## src/rtl/vram_arb_pkg.sv

```systemverilog
// Shared types and default widths for the VRAM arbiter and its read-tag pipeline.
package vram_arb_pkg;

  localparam int ADDR_W_DEF = 16;
  localparam int DATA_W_DEF = 8;

  // Which requester a read in flight belongs to
  typedef enum logic {
    OWN_VGA = 1'b0,
    OWN_CPU = 1'b1
  } owner_t;

  // One entry of the read-return pipeline; writes travel as valid=0
  typedef struct packed {
    logic   valid;
    owner_t owner;
  } rd_tag_t;

endpackage

```

## src/rtl/vram_arb_tagpipe.sv

```systemverilog
// Fixed-depth shift register of read tags. It mirrors the RAM read latency so
// each tag leaves the pipe in the same cycle its read data leaves the RAM.
// Synchronous active-low clear drops every read in flight.
module vram_arb_tagpipe
  import vram_arb_pkg::*;
#(
  parameter int DEPTH = 1
) (
  input  logic    clk_50Mhz,
  input  logic    rst,
  input  rd_tag_t tag_in,
  output rd_tag_t tag_out
);

  rd_tag_t stage_reg [DEPTH];

  // Shift tags one stage per cycle; clear all stages while reset is low
  always_ff @(posedge clk_50Mhz) begin
    if (!rst) begin
      for (int i = 0; i < DEPTH; i++) begin
        stage_reg[i] <= '0;
      end
    end else begin
      stage_reg[0] <= tag_in;
      for (int i = 1; i < DEPTH; i++) begin
        stage_reg[i] <= stage_reg[i-1];
      end
    end
  end

  assign tag_out = stage_reg[DEPTH-1];

endmodule

```

## src/rtl/vram_arbiter.sv

```systemverilog
// Arbiter sharing the single-port framebuffer RAM between VGA scanout (read-only,
// priority) and the CPU load/store port. A starvation counter forces a CPU grant
// after STARVE_MAX consecutive denied cycles. Read data returns RD_LAT+1 cycles
// after the grant, registered, to whichever requester issued the read.
// Optional macro VRAM_ARB_STATS_EN adds free-running grant/stall counters.
module vram_arbiter
  import vram_arb_pkg::*;
#(
  parameter int ADDR_W     = ADDR_W_DEF,
  parameter int DATA_W     = DATA_W_DEF,
  parameter int RD_LAT     = 1,
  parameter int STARVE_MAX = 4
) (
  input  logic              clk_50Mhz,
  input  logic              rst,
  input  logic              vga_req,
  input  logic [ADDR_W-1:0] vga_addr,
  output logic              vga_gnt,
  output logic [DATA_W-1:0] vga_rdata,
  output logic              vga_rvalid,
  input  logic              cpu_req,
  input  logic              cpu_we,
  input  logic [ADDR_W-1:0] cpu_addr,
  input  logic [DATA_W-1:0] cpu_wdata,
  output logic              cpu_gnt,
  output logic [DATA_W-1:0] cpu_rdata,
  output logic              cpu_rvalid,
  output logic [ADDR_W-1:0] mem_addr,
  output logic              mem_we,
  output logic [DATA_W-1:0] mem_wdata,
  input  logic [DATA_W-1:0] mem_rdata
`ifdef VRAM_ARB_STATS_EN
  ,
  output logic [31:0]       stat_vga_grants,
  output logic [31:0]       stat_cpu_grants,
  output logic [31:0]       stat_cpu_stall
`endif
);

  localparam logic [7:0] STARVE_LIM = 8'(STARVE_MAX);

  logic [7:0]        starve_cnt_reg;
  logic [7:0]        starve_cnt_next;
  logic [ADDR_W-1:0] addr_reg;
  logic              cpu_force;
  rd_tag_t           tag_in;
  rd_tag_t           tag_out;
  logic              vga_rvalid_reg;
  logic              cpu_rvalid_reg;
  logic [DATA_W-1:0] vga_rdata_reg;
  logic [DATA_W-1:0] cpu_rdata_reg;

  // Grant: starvation guard first, then VGA priority, then CPU; nothing in reset
  always_comb begin
    vga_gnt   = 1'b0;
    cpu_gnt   = 1'b0;
    cpu_force = cpu_req && (starve_cnt_reg == STARVE_LIM);
    if (rst) begin
      if (cpu_force) begin
        cpu_gnt = 1'b1;
      end else if (vga_req) begin
        vga_gnt = 1'b1;
      end else if (cpu_req) begin
        cpu_gnt = 1'b1;
      end
    end
  end

  // Count consecutive denied CPU cycles, saturating at the guard threshold
  always_comb begin
    starve_cnt_next = 8'd0;
    if (cpu_req && !cpu_gnt) begin
      starve_cnt_next = (starve_cnt_reg == STARVE_LIM) ? starve_cnt_reg
                                                       : starve_cnt_reg + 8'd1;
    end
  end

  // RAM address follows the winner; idle cycles replay the last granted address
  always_comb begin
    mem_addr = addr_reg;
    if (vga_gnt) begin
      mem_addr = vga_addr;
    end else if (cpu_gnt) begin
      mem_addr = cpu_addr;
    end
  end

  assign mem_we    = cpu_gnt & cpu_we;
  assign mem_wdata = cpu_wdata;

  // Starvation counter and held address
  always_ff @(posedge clk_50Mhz) begin
    if (!rst) begin
      starve_cnt_reg <= '0;
      addr_reg       <= '0;
    end else begin
      starve_cnt_reg <= starve_cnt_next;
      addr_reg       <= mem_addr;
    end
  end

  // Tag for this cycle's access: reads are valid, writes and idle cycles are not
  always_comb begin
    tag_in.valid = vga_gnt | (cpu_gnt & ~cpu_we);
    tag_in.owner = cpu_gnt ? OWN_CPU : OWN_VGA;
  end

  vram_arb_tagpipe #(
    .DEPTH (RD_LAT)
  ) u_tagpipe (
    .clk_50Mhz (clk_50Mhz),
    .rst       (rst),
    .tag_in    (tag_in),
    .tag_out   (tag_out)
  );

  // Capture RAM data for the owner of the exiting tag; the other side holds
  always_ff @(posedge clk_50Mhz) begin
    if (!rst) begin
      vga_rvalid_reg <= 1'b0;
      cpu_rvalid_reg <= 1'b0;
      vga_rdata_reg  <= '0;
      cpu_rdata_reg  <= '0;
    end else begin
      vga_rvalid_reg <= tag_out.valid && (tag_out.owner == OWN_VGA);
      cpu_rvalid_reg <= tag_out.valid && (tag_out.owner == OWN_CPU);
      if (tag_out.valid && (tag_out.owner == OWN_VGA)) begin
        vga_rdata_reg <= mem_rdata;
      end
      if (tag_out.valid && (tag_out.owner == OWN_CPU)) begin
        cpu_rdata_reg <= mem_rdata;
      end
    end
  end

  assign vga_rvalid = vga_rvalid_reg;
  assign cpu_rvalid = cpu_rvalid_reg;
  assign vga_rdata  = vga_rdata_reg;
  assign cpu_rdata  = cpu_rdata_reg;

`ifdef VRAM_ARB_STATS_EN
  logic [31:0] stat_vga_reg;
  logic [31:0] stat_cpu_reg;
  logic [31:0] stat_stall_reg;

  // Wrap-around activity counters
  always_ff @(posedge clk_50Mhz) begin
    if (!rst) begin
      stat_vga_reg   <= '0;
      stat_cpu_reg   <= '0;
      stat_stall_reg <= '0;
    end else begin
      if (vga_gnt) stat_vga_reg <= stat_vga_reg + 32'd1;
      if (cpu_gnt) stat_cpu_reg <= stat_cpu_reg + 32'd1;
      if (cpu_req && !cpu_gnt) stat_stall_reg <= stat_stall_reg + 32'd1;
    end
  end

  assign stat_vga_grants = stat_vga_reg;
  assign stat_cpu_grants = stat_cpu_reg;
  assign stat_cpu_stall  = stat_stall_reg;
`endif

endmodule

```

## config.mk

```make
export PLATFORM = sky130hd
export DESIGN_NAME = vram_arbiter
export DESIGN_NICKNAME = d
export VERILOG_FILES = /design/src/rtl/vram_arb_pkg.sv /design/src/rtl/vram_arb_tagpipe.sv /design/src/rtl/vram_arbiter.sv
export SDC_FILE = /design/constraint.sdc
export NUM_CORES = 1
export LEC_CHECK = 0
export BUFFER_PORTS_ARGS = -buffer_cell sky130_fd_sc_hd__buf_2
export CORE_ASPECT_RATIO = 1.25
export CORE_MARGIN = 5
export CORE_UTILIZATION = 45
export CTS_BUF_LIST = sky130_fd_sc_hd__clkbuf_8 sky130_fd_sc_hd__clkbuf_16
export CTS_CLUSTER_DIAMETER = 30
export CTS_CLUSTER_SIZE = 10
export DETAILED_ROUTE_END_ITERATION = 12
export PLACE_DENSITY = 0.87
export SYNTH_ARGS = -nofsm -noshare
export SYNTH_HDL_FRONTEND = slang
export SYNTH_HIERARCHICAL = 1
export SYNTH_SLANG_ARGS = --single-unit
```

## constraint.sdc

```tcl
create_clock -name clk_50Mhz -period 2.1 [get_ports clk_50Mhz]
set_clock_uncertainty 0.2 [all_clocks]
set_input_delay 0.21 -clock clk_50Mhz [delete_from_list [all_inputs] [get_ports clk_50Mhz]]
set_output_delay 0.21 -clock clk_50Mhz [all_outputs]
set_load 0.01 [all_outputs]
```

# After elaboration in Yosys (flattened, before gate mapping)

Memory sizes are Yosys's and may differ from the RTL's.
Index checks and enable logic that the tools add are counted.

Order comparisons: 0
Reductions and logical operators: 7
Equality and inequality tests: 1
Multipliers: 0
Multiplexer cells: 14
Divide/modulo/power cells: 0
$add $sub $neg: 1
Bitwise gates (word level): 5
Shift operators: 0

Operator list:

| operator                                                         | number |
|---|---|
| 16-bit two-way mux                                               | 2 |
| 1-bit two-way mux                                                | 11 |
| 8-bit by 1-bit adder with 8-bit output (second input constant)   | 1 |
| 8-bit by 3-bit == test with 1-bit output (second input constant) | 1 |
| 1-bit logical AND                                                | 4 |
| 1-bit bitwise AND                                                | 2 |
| 2-bit two-way mux                                                | 1 |
| 1-bit inverter                                                   | 2 |
| 2-bit AND reduction                                              | 1 |
| 2-bit OR reduction                                               | 1 |
| 1-bit logical NOT                                                | 1 |
| 1-bit bitwise OR                                                 | 1 |

Latch bits: 0
Word-level logic and storage cells: 35
Bits in registers: 42
RAM bits: 2
Bits of input ports: 53
Memory bits (read-only): 0
Memories: 1
Output and inout bits: 45

Memories:

| memory              | words | width | rd ports | clocked after Yosys merged registers in | write ports | line                   | text |
|---|---|---|---|---|---|---|---|
| u_tagpipe.stage_reg | 1     | 2     | 1        | 0                                       | 1           | vram_arb_tagpipe.sv:15 | `rd_tag_t stage_reg [DEPTH];` |

# Logic depth before layout (Yosys ltp)

Gate-level depths: netlist of the first run.

Depth in word-level cells: 7
Mapped depth: 7
Gate-level depth less buffers: 6

# By module

Netlist of the first run, hierarchy kept.

Modules (own cells, without submodules):

| module           | area an instance (um^2) | sequential area each (um^2) | instances | cells each |
|---|---|---|---|---|
| vram_arbiter     | 2583.7                  | 840.8                       | 1         | 306 |
| vram_arb_tagpipe | 52.6                    | 40.0                        | 1         | 4 |

# Least setup slack after synthesis of the first run

OpenSTA, ideal clock, no wires.

Path type: flip-flop to output port
From: reg starve_cnt_reg[2]
To: out mem_addr[10]
Buffers on the path: 1
Arrival: 1.614 ns
Cell stages (with the launch flop): 5
Slack: 0.076 ns
Data required time: 1.690 ns
Path through: dfxtp_1 > or4b_4 > o211ai_2 > buf_4 > o221a_2

Word-level cells in the longest chain between the ends: 6
Elaborated cells between the ends (all ways): 8
Classes of those cells: 1 x eq/ne; 6 x mux; 1 x reduce/logical

Ends and longest elaborated chain:

| item                                       | line               | text |
|---|---|---|
| start: declaration                         | vram_arbiter.sv:42 | `logic [7:0] starve_cnt_reg;` |
| start signal: assignment                   | vram_arbiter.sv:97 | `starve_cnt_reg <= starve_cnt_next;` |
| 8-bit by 3-bit == test with 1-bit output * | vram_arbiter.sv:57 | `cpu_force = cpu_req && (starve_cnt_reg == STARVE_LIM);` |
| 1-bit logical AND *                        | vram_arbiter.sv:57 |  |
| 1-bit two-way mux                          | vram_arbiter.sv:59 | `if (cpu_force) begin` |
| 1-bit two-way mux                          | vram_arbiter.sv:58 | `if (rst) begin` |
| 16-bit two-way mux                         | vram_arbiter.sv:83 | `end else if (cpu_gnt) begin` |
| 16-bit two-way mux *                       | vram_arbiter.sv:81 | `if (vga_gnt) begin` |
| end: declaration                           | vram_arbiter.sv:28 | `output logic [ADDR_W-1:0] mem_addr,` |

Mark *: on every way between the ends. The rest lies on a longest branch, timed or not.

# Worst setup path in the final report of the first run

From: reg starve_cnt_reg[4]
To: out mem_addr[0]

The elaborated chain is that of the path after synthesis.

==> impl_metrics.csv, run 1 <==
group,metric,value,unit
outcome,failed_checks,"setup timing",
synthesis,synth_cell_types,36,
placement,port-buffer-count,81,
worst_setup_path,crit_slowest_cell,"or4b_4",
synthesis,synthTopCellsByArea,"dfxtp_1, a21boi_0, o221a_2, mux2i_1, a311oi_1",
synthesis,synth_common_cells,"dfxtp_1, a21boi_0, nand2_1",
grt,grt_pass1_vias,2701,
flow_run,max-cap-violations,0,
die,num_rows,31,
worst_setup_path,reg2reg_from,"starve_cnt_reg[4]$_SDFFE_PN0P_",
timing,slew_headroom,18.9,%
cells_and_area,finalInstanceArea,3740,um2
hold_path,hold_path_class,"input port to flop",
clock_network,clock_latency,290,ps
route,ant_nets,0,
placement,routabilityCongestion,0.811,
timing,hold_violations,0,
timing,period_minus_slack,2390,ps
worst_setup_path,cp_slowest_stage_delay,560,ps
route,wl,7.93,mm
synthesis,avgSynthCellArea,8.50,um2
cells_and_area,final_core_util,65.1,%
cells_and_area,stdcell_count,468,
grt,overflow,0,
clock_network,cts_buffers,5,
clock_network,clk_pin_slew,90,ps
grt,antenna_found_initial,0,
clock_network,cts_root_buffer,"clkbuf_8",
worst_setup_path,startpoint,"starve_cnt_reg[4]$_SDFFE_PN0P_",
power_and_ir_drop,finalPower,2180,uW
route,first_pass_iters,4,
timing,setup_ws,-289,ps
worst_setup_path,critPathMostFrequentCell,"buf_6",
synthesis,synth_top_area_share,33.4,%
clock_network,clock_path_buffers,2,
route,drtIter0Drc,169,
synthesis,yosysTopAreaCell,"dfxtp_1",
timing,max_freq,419,MHz
worst_setup_path,arrival,1980,ps
synthesis,async_flop_share,0,%
synthesis,synth_edf_count,0,
worst_setup_path,worst_ep_required_time,1690,ps
placement,place_area,3100,um2
die,die_w,78.5,um
cells_and_area,largest_reg_flops,16,
power_and_ir_drop,p_switching,558,uW
timing,fin_crit_sh,114,%
synthesis,ys.flop_type,"dfxtp_1",
synthesis,synth_cells,310,
worst_setup_path,critPathLaunchType,"flop",
clock_network,cts_tree,"done",
grt,grt_pass1_wl,12.4,mm
clock_network,h-tree-depth,2,
synthesis,syn_nets,365,
route,via_per_inst,5.87,
placement,dpl.hpwl,5.00,mm
power_and_ir_drop,power_frac_seq,40.9,%
worst_setup_path,path_max_fanout,5,
die,fp.dieH,95.6,um
timing,tns,-4770,ps
clock_network,clock_sinks,44,
timing,rsz0062_at_grt,"yes",
worst_setup_path,cp.buffers_inverters,2,
power_and_ir_drop,p_int,1620,uW
synthesis,synthesis.area,2640,um2
power_and_ir_drop,p_comb_share,24.4,%
grt,track_usage,20.2,%
hold_path,hp-start,"vga_addr[5]",
die,core_area,5740,um2
power_and_ir_drop,sw_frac_of_total,25.6,%
power_and_ir_drop,clkPwrFrac,34.7,%
cells_and_area,antenna_cells,0,
die,die_area,7500,um2
worst_setup_path,path_cells,"or4b_4, o211ai_4, buf_6, o221a_4, buf_6",
route,wire_per_inst,16.9,um
synthesis,yosysWarningCount,6,
worst_setup_path,end_kind,"output pin",
synthesis,ys_seq_area_share,33.4,%
placement,placedCellCount,440,
timing,worst_pin_slew,1210,ps
route,drc,0,
synthesis,ys_seq_elements,44,
cells_and_area,drive_gt1_share,35.6,%
power_and_ir_drop,peakVddDrop,0.292,mV
synthesis,yosys.cell_count.top_type,"dfxtp_1",
timing,finalSetupViolCount,20,
worst_setup_path,critical_path.top_delay_family,"simple AND/OR/NAND/NOR gates",
power_and_ir_drop,power.leakage,0.00158,uW
power_and_ir_drop,power_density,584,nW/um2
timing,drv_slew,0,
die,start_util,45.9,%
die,ios,98,
route,vias,2749,
cells_and_area,final_nets,457,
cells_and_area,area_growth,41.7,%
outcome,status,"complete, but fails checks",
grt,grt_start_max_net_pins,49,
worst_setup_path,path_class,"flop to output pin",
[layout make-up]
| type | instances | area (um2) |
|---|---|---|
| multi-input combinational | 209 | 1670 |
| tap | 66 | 82.6 |
| clock buffer | 5 | 68.8 |
| fill | 433 | 2000 |
| timing repair buffer | 119 | 882 |
| clock inverter | 2 | 60.1 |
| inverter | 23 | 86.3 |
| sequential | 44 | 883 |
[final timing paths]
check,slack (ps),end,depth (start not counted)
max,-290,mem_addr[0],5
min,20,addr_reg[5]$_SDFF_PN0_,2
max reg2reg,-10,addr_reg[3]$_SDFF_PN0_,5
min reg2reg,260,vga_rdata[2]$_SDFFE_PN0P_,2
[cell families (layout without fill, tap and decap cells)]
family                     Yosys count  count (layout)  share of synthesized area [%]
and+or+nand+nor                     96              96                           17.2
adders and majority gates            2               2                          0.949
buffers and inverters               57             149                           10.2
muxes                               16              16                           6.07
xor gates and xnor gates             3               3                          0.997
DFF                                 44              44                           33.4
AOI/OAI and AO/OA                   92              92                           31.2
[routing by layer]
| metal | track usage [%] | vias up | share of wire, % | wire [um] |
|---|---|---|---|---|
| met3 | 3.40 | 8 | 5.3 | 419 |
| met5 | 0 | - | 0 | 0 |
| met2 | 35.4 | 95 | 51 | 4080 |
| met4 | 7.29 | 0 | 1.4 | 114 |
| met1 | 25.1 | 1318 | 42 | 3320 |
| li1 | - | 1328 | - | - |
[through the flow]
stage                     hold slack (ps)  worst slack, ps
after floorplan                       132             76.3
after global placement                220             -118
after detailed placement              220             -143
after CTS                           0.988             -251
after global routing                 3.06             -338
final                                17.5             -289
[what timing repair did]
item | in CTS | in global routing
hold buffers | 14 | 1
cloned | 1 | 0
setup endpoints to repair | 18 | 35
hold endpoints to repair | 18 | 1
setup buffers | 3 | 2
gates resized for setup | 35 | 14
pin swaps | 4 | 3
[cells in the final DEF, fill, tap and decap left out, drive strengths merged]
cell,netlist,final
nand4bb,1,1
nand4,2,2
a21boi,33,33
dfxtp,44,44
or4b,1,1
or2,1,1
nand2b,1,1
inv,23,23
ha,2,2
mux2i,16,16
clkbuf,17,5
dlygate4sd3,0,15
nor3,16,16
nor2b,2,2
a211oi,1,1
o21ai,4,4
and3,1,1
a21oi,4,4
nor2,22,22
a311oi,16,16
nor4b,1,1
o211ai,1,1
or3,3,3
bufinv,0,2
and2,4,4
nand3,13,13
nand2,28,28
o221a,32,32
xnor2,1,1
xor2,2,2
buf,17,104
a311o,1,1
[power by group through the flow]
stage               clock network, uW  logic [uW]  registers [uW]
floorplan                           0         255             909
global placement                    0         384             908
detailed placement                  0         396             910
CTS                               766         494             891
global route                      806         573             897
finish                            756         533             892
(Power assumes the default switching activity.)
==> run 2: changes to the inputs <==
--- a/config.mk
+++ b/config.mk
@@ -6,14 +6,16 @@
 export NUM_CORES = 1
 export LEC_CHECK = 0
 export BUFFER_PORTS_ARGS = -buffer_cell sky130_fd_sc_hd__buf_2
-export CORE_ASPECT_RATIO = 1.25
+export CORE_ASPECT_RATIO = 1.1
 export CORE_MARGIN = 5
 export CORE_UTILIZATION = 45
 export CTS_BUF_LIST = sky130_fd_sc_hd__clkbuf_8 sky130_fd_sc_hd__clkbuf_16
 export CTS_CLUSTER_DIAMETER = 30
 export CTS_CLUSTER_SIZE = 10
 export DETAILED_ROUTE_END_ITERATION = 12
+export GPL_ROUTABILITY_DRIVEN = 0
 export PLACE_DENSITY = 0.87
+export SKIP_LAST_GASP = 1
 export SYNTH_ARGS = -nofsm -noshare
 export SYNTH_HDL_FRONTEND = slang
 export SYNTH_HIERARCHICAL = 1
==> run 2 against run 1 <==
Compared with the run above:
- the run still ends with setup timing left
- die area decreased by 0.10%
- combinational power about the same
- sequential share of layout area increased by 0.089 points
- clock-buffer cell count unchanged
- sequential cell count unchanged
- critical path type unchanged
- largest power group unchanged
==> impl_metrics.csv, run 2 (same netlist as run 1, synthesis figures left out) <==
group,metric,value,unit
route,first_pass_iters,5,
grt,grt_start_max_net_pins,57,
worst_setup_path,path_max_fanout,8,
worst_setup_path,end_kind,"output pin",
hold_path,hold_path_end,"addr_reg[14]$_SDFF_PN0_",
grt,antenna_found_initial,0,
route,drc,0,
timing,period_minus_slack,2350,ps
hold_path,holdPathStages,2,
timing,drv_slew,0,
cells_and_area,final_nets,460,
cells_and_area,final_core_util,65.0,%
placement,port-buffer-count,81,
route,vias,2861,
die,ios,98,
worst_setup_path,reg2reg_from,"starve_cnt_reg[4]$_SDFFE_PN0P_",
hold_path,hp-start,"vga_addr[14]",
cells_and_area,seqCellArea,885,um2
worst_setup_path,r2r_cells,4,
timing,slew_headroom,50.3,%
worst_setup_path,reg2reg_slack,-30,ps
clock_network,clock_path_buffers,2,
route,via_per_inst,5.92,
outcome,failed_checks,"setup timing",
cells_and_area,drive_gt1_share,36.7,%
worst_setup_path,reg2reg_to,"addr_reg[4]$_SDFF_PN0_",
route,drtIter0Drc,208,
timing,setup_ws,-248,ps
clock_network,cts_tree,"done",
timing,finalSetupViolCount,32,
placement,dpl.hpwl,5.08,mm
die,die_w,83.0,um
cells_and_area,area_growth,41.4,%
grt,track_usage,21.0,%
die,start_util,46.0,%
worst_setup_path,crit_slowest_cell,"or4b_4",
route,wire_per_inst,17.2,um
placement,placedCellCount,450,
worst_setup_path,critPathLaunchType,"flop",
clock_network,cts_buffers,5,
power_and_ir_drop,peakVddDrop,0.326,mV
clock_network,cts_root_buffer,"clkbuf_8",
clock_network,clock_latency,300,ps
worst_setup_path,worst_ep_required_time,1690,ps
flow_run,max-cap-violations,0,
timing,max_freq,426,MHz
power_and_ir_drop,power_density,532,nW/um2
route,wl,8.31,mm
timing,worst_pin_slew,742,ps
clock_network,h-tree-depth,2,
worst_setup_path,critPathMostFrequentCell,"buf_6",
timing,fin_crit_sh,112,%
cells_and_area,antenna_cells,0,
worst_setup_path,cp_slowest_stage_delay,550,ps
grt,overflow,0,
clock_network,clk_pin_slew,90,ps
hold_path,hold_path_class,"input port to flop",
worst_setup_path,path_cells,"or4b_4, o211ai_4, buf_6, buf_12, o221a_2, buf_6",
die,num_rows,29,
cells_and_area,multi_input_area,1660,um2
grt,grt_pass1_wl,13.2,mm
outcome,status,"complete, but fails checks",
cells_and_area,largest_reg_flops,16,
die,fp.dieH,90.3,um
cells_and_area,fillers,470,
worst_setup_path,arrival,1940,ps
timing,rsz0062_at_grt,"yes",
grt,grt_pass1_vias,2821,
cells_and_area,stdcell_count,483,
die,die_area,7490,um2
route,ant_nets,0,
cells_and_area,final_common_cell,"buf_2",
die,core_area,5730,um2
clock_network,clock_sinks,44,
timing,hold_violations,0,
cells_and_area,layout_common_cells,"buf_2, dfxtp_1, a21boi_0",
worst_setup_path,path_class,"flop to output pin",
power_and_ir_drop,power.leakage,0.00157,uW
run 2: metal layers:
layer | share of wire [%] | track usage (%) | routed length (um)
met2 | 52 | 37.1 | 4290
met5 | 0 | 0 | 0
met3 | 7.1 | 4.74 | 593
met1 | 39 | 23.5 | 3200
met4 | 2.7 | 10.5 | 227
run 2: worst max path at each step:
| stage | cells after the start | slack (ps) | to | start |
|---|---|---|---|---|
| 2_1_floorplan | 4 | 80 | mem_addr[10] | starve_cnt_reg[2]$_SDFFE_PN0P_ |
| 3_3_place_gp | 5 | -110 | mem_addr[15] | rst |
| 3_5_place_dp | 5 | -190 | mem_addr[2] | vga_req |
| 4_1_cts | 6 | -230 | mem_addr[1] | starve_cnt_reg[4]$_SDFFE_PN0P_ |
| 5_1_grt | 6 | -300 | mem_addr[12] | starve_cnt_reg[4]$_SDFFE_PN0P_ |
| 6_report | 6 | -250 | mem_addr[12] | starve_cnt_reg[4]$_SDFFE_PN0P_ |
run 2: cell type report:
| cell class | count | area share, % |
|---|---|---|
| Clock buffer | 5 | 1.85 |
| Clock inverter | 3 | 0.571 |
| Timing Repair Buffer | 122 | 24.4 |
| Tap cell | 77 | 2.58 |
| Multi-Input combinational cell | 209 | 44.5 |
| Inverter | 23 | 2.32 |
| Sequential cell | 44 | 23.7 |
run 2: per-stage QoR:
step | power (uW) | hold WS (ps) | area, um2 | setup TNS (ps) | setup WS (ps)
3_5_place_dp | 1310 | 220 | 3110 | -2180 | -191
5_1_grt | 2050 | 11.3 | 3730 | -5520 | -303
4_1_cts | 1970 | 2.96 | 3720 | -4440 | -226
6_report | 1980 | 8.72 | 3730 | -3780 | -248
2_1_floorplan | 1160 | 132 | 2640 | 0 | 76.3
3_3_place_gp | 1300 | 220 | 3110 | -1300 | -106
run 2: worst max-delay path, delay by kind of cell, from the launching register on:
| family | cells | cell delay, ps |
|---|---|---|
| buf+inv | 3 | 350 |
| flops | 1 | 330 |
| compound gates | 2 | 400 |
| simple gates | 1 | 550 |
run 2: timing repair:
action,4_1_cts,5_1_grt
pin swaps,4,3
gates resized for setup,41,6
endpoints found under the setup margin,19,35
gates cloned,1,0
buffers inserted,7,0
endpoints found under the hold margin,25,0
hold buffers,18,0
run 2: power by group:
part / internal (uW) / leakage (uW) / total (uW) / switching, uW
Clock: 237 / 0.0000445 / 556 / 320
Combinational: 287 / 0.00116 / 536 / 249
Sequential: 868 / 0.000362 / 892 / 24.4
Total: 1390 / 0.00157 / 1980 / 593
==> run 3: changes to the inputs <==
--- a/config.mk
+++ b/config.mk
@@ -18,5 +18,4 @@
 export SKIP_LAST_GASP = 1
 export SYNTH_ARGS = -nofsm -noshare
 export SYNTH_HDL_FRONTEND = slang
-export SYNTH_HIERARCHICAL = 1
 export SYNTH_SLANG_ARGS = --single-unit
==> run 3 against run 2 <==
Compared with the run above:
- the flow still finishes with violations (setup timing)
- combinational power is 2% higher
- sequential share of layout area is 0.14 points higher
- sequential power is 1% higher
- critical path depth is 1 higher
- critical endpoint is now mem_addr[8]
- largest power group unchanged
- highest routed layer unchanged
==> impl_metrics.csv, run 3 <==
group,metric,value,unit
route,wl,8.09,mm
clock_network,clock_sinks,44,
worst_setup_path,critPathMostFrequentCell,"buf_6",
synthesis,syn_nets,360,
grt,grt_start_max_net_pins,50,
synthesis,yosysTopAreaCell,"dfxtp_1",
timing,period_minus_slack,2480,ps
die,start_util,46.1,%
timing,setup_ws,-385,ps
synthesis,yosysWarningCount,0,
power_and_ir_drop,power_frac_seq,42.6,%
clock_network,cts_root_buffer,"clkbuf_8",
route,ant_nets,0,
cells_and_area,largest_reg_flops,16,
cells_and_area,layout_common_cells,"buf_2, dfxtp_1, a21boi_0",
power_and_ir_drop,peakVddDrop,0.449,mV
grt,use_met2,35.5,%
cells_and_area,drive_gt1_share,38.3,%
grt,met3_usage,5.20,%
die,die_w,83.1,um
power_and_ir_drop,finalPower,2110,uW
route,first_pass_iters,4,
synthesis,avgSynthCellArea,8.67,um2
cells_and_area,fillers,462,
grt,track_usage,20.3,%
placement,port-buffer-count,81,
worst_setup_path,worst_ep_required_time,1690,ps
worst_setup_path,cp.buffers_inverters,3,
timing,drv_slew,0,
placement,dpl.hpwl,5.13,mm
clock_network,cts_buffers,5,
synthesis,synthTopCellsByArea,"dfxtp_1, o221a_2, a21boi_0, mux2i_1, a311oi_1",
synthesis,synth_common_cells,"dfxtp_1, a21boi_0, o221a_2",
worst_setup_path,crit_slowest_cell,"or4b_4",
worst_setup_path,critical_path.top_delay_family,"simple AND/OR/NAND/NOR gates",
worst_setup_path,arrival,2070,ps
synthesis,synth_cell_types,34,
die,core_area,5730,um2
placement,placedCellCount,448,
synthesis,synth_edf_count,0,
timing,tns,-6080,ps
synthesis,synth_top_area_share,33.3,%
timing,max_freq,402,MHz
power_and_ir_drop,p_switching,591,uW
timing,finalSetupViolCount,17,
grt,overflow,0,
timing,hold_violations,0,
clock_network,cts_tree,"done",
timing,slew_headroom,17.3,%
power_and_ir_drop,power_density,572,nW/um2
grt,grt_most_used_layer,"met2",
route,vias,2749,
clock_network,clk_pin_slew,90,ps
timing,rsz0062_at_grt,"yes",
route,wire_per_inst,16.7,um
die,fp.dieH,90.4,um
worst_setup_path,path_class,"flop to output pin",
die,die_area,7510,um2
timing,fin_crit_sh,118,%
power_and_ir_drop,clkPwrFrac,31.6,%
cells_and_area,area_growth,39.9,%
flow_run,max-cap-violations,0,
power_and_ir_drop,sw_frac_of_total,28.0,%
grt,met1_usage,22.4,%
worst_setup_path,cp_slowest_stage_delay,490,ps
grt,grt_pass1_wl,12.9,mm
worst_setup_path,path_max_fanout,4,
cells_and_area,stdcell_count,483,
die,num_rows,29,
clock_network,clock_path_buffers,2,
timing,worst_pin_slew,1240,ps
synthesis,async_flop_share,0,%
worst_setup_path,reg2reg_slack,80,ps
worst_setup_path,path_cells,"inv_2, ha_4, or4b_4, o211ai_4, buf_6, o221a_4, buf_6",
outcome,failed_checks,"setup timing",
synthesis,ys_seq_area_share,33.3,%
route,drtIter0Drc,179,
synthesis,yosys.cell_count.top_type,"dfxtp_1",
worst_setup_path,end_kind,"output pin",
clock_network,clock_latency,300,ps
route,drc,0,
power_and_ir_drop,power.leakage,0.00158,uW
route,via_per_inst,5.69,
grt,grt_pass1_vias,2770,
power_and_ir_drop,p_int,1520,uW
worst_setup_path,critPathLaunchType,"flop",
outcome,status,"complete, but fails checks",
die,ios,98,
grt,antenna_found_initial,1,
cells_and_area,final_nets,459,
synthesis,synth_cells,305,
power_and_ir_drop,p_comb_share,25.8,%
hold_path,hold_path_class,"input port to flop",
synthesis,ys_seq_elements,44,
cells_and_area,final_common_cell,"buf_2",
synthesis,ys.flop_type,"dfxtp_1",
clock_network,h-tree-depth,2,
synthesis,synthesis.area,2640,um2
[run 3: cell count changes in the layout (fill, tap and decap cells not counted), sizes merged, moves of 2 or more]
cell	change
nor3b	+2
inv	-2
dlygate4sd3	+4
and2	-2
[run 3: stage by stage]
stage / worst slack (ps) / util [%] / hold WS (ps) / instance area (um2)
2_1_floorplan: 2.55 / - / 117 / 2640
3_3_place_gp: -122 / 54.6 / 213 / 3130
3_5_place_dp: -191 / 54.6 / 213 / 3130
4_1_cts: -321 / 61.7 / 2.44 / 3540
5_1_grt: -451 / 64.5 / 8.15 / 3700
6_report: -385 / 64.5 / 9.08 / 3700
[run 3: final cells by class]
cell class | count | area, um2 | share of cell area [%]
sequential | 44 | 883 | 23.9
timing repair buffer | 126 | 948 | 25.6
tap | 77 | 96.3 | 2.60
clock buffer | 5 | 68.8 | 1.86
multi-input combinational | 206 | 1580 | 42.6
inverter | 21 | 78.8 | 2.13
antenna | 1 | 2.50 | 0.0676
clock inverter | 3 | 46.3 | 1.25
[run 3: power groups by stage]
stage | logic, uW | clock network [uW] | registers, uW
global placement | 409 | 0 | 916
global route | 589 | 713 | 907
detailed placement | 423 | 0 | 918
finish | 545 | 668 | 901
floorplan | 271 | 0 | 919
CTS | 483 | 679 | 899
[run 3: logic make-up after synthesis]
family | after synthesis | share of synthesized area, %
AND/OR/NAND/NOR | 94 | 17.5
XOR/XNOR | 3 | 0.994
multiplexers | 16 | 6.06
flip-flops | 44 | 33.3
AO/OA/AOI/OAI | 91 | 31.4
buffers and inverters | 55 | 9.80
adder cells (fa/ha/maj) | 2 | 0.946
[run 3: worst paths after layout]
kind	from	end	cells past startpoint
worst max-delay path	starve_cnt_reg[1]$_SDFFE_PN0P_	mem_addr[8]	7
worst min-delay path	vga_addr[6]	addr_reg[6]$_SDFF_PN0_	2
worst max register to register	starve_cnt_reg[1]$_SDFFE_PN0P_	u_tagpipe.stage_reg[0][1]$_SDFF_PN0_	8
worst min register to register	cpu_rdata[1]$_SDFFE_PN0P_	cpu_rdata[1]$_SDFFE_PN0P_	2
[run 3: metal layers]
metal / vias up / share of wire (%)
li1: 1318 / -
met1: 1294 / 39
met2: 115 / 52
met3: 22 / 5.6
met4: 0 / 3.6
met5: - / 0
[run 3: timing repair]
item / 4_1_cts / 5_1_grt
hold buffers: 21 / 1
resized for setup: 12 / 26
buffers inserted: 2 / 1
cloned: 1 / 0
pin swaps: 1 / 3
hold endpoints to repair: 28 / 1
endpoints found under the setup margin: 17 / 19
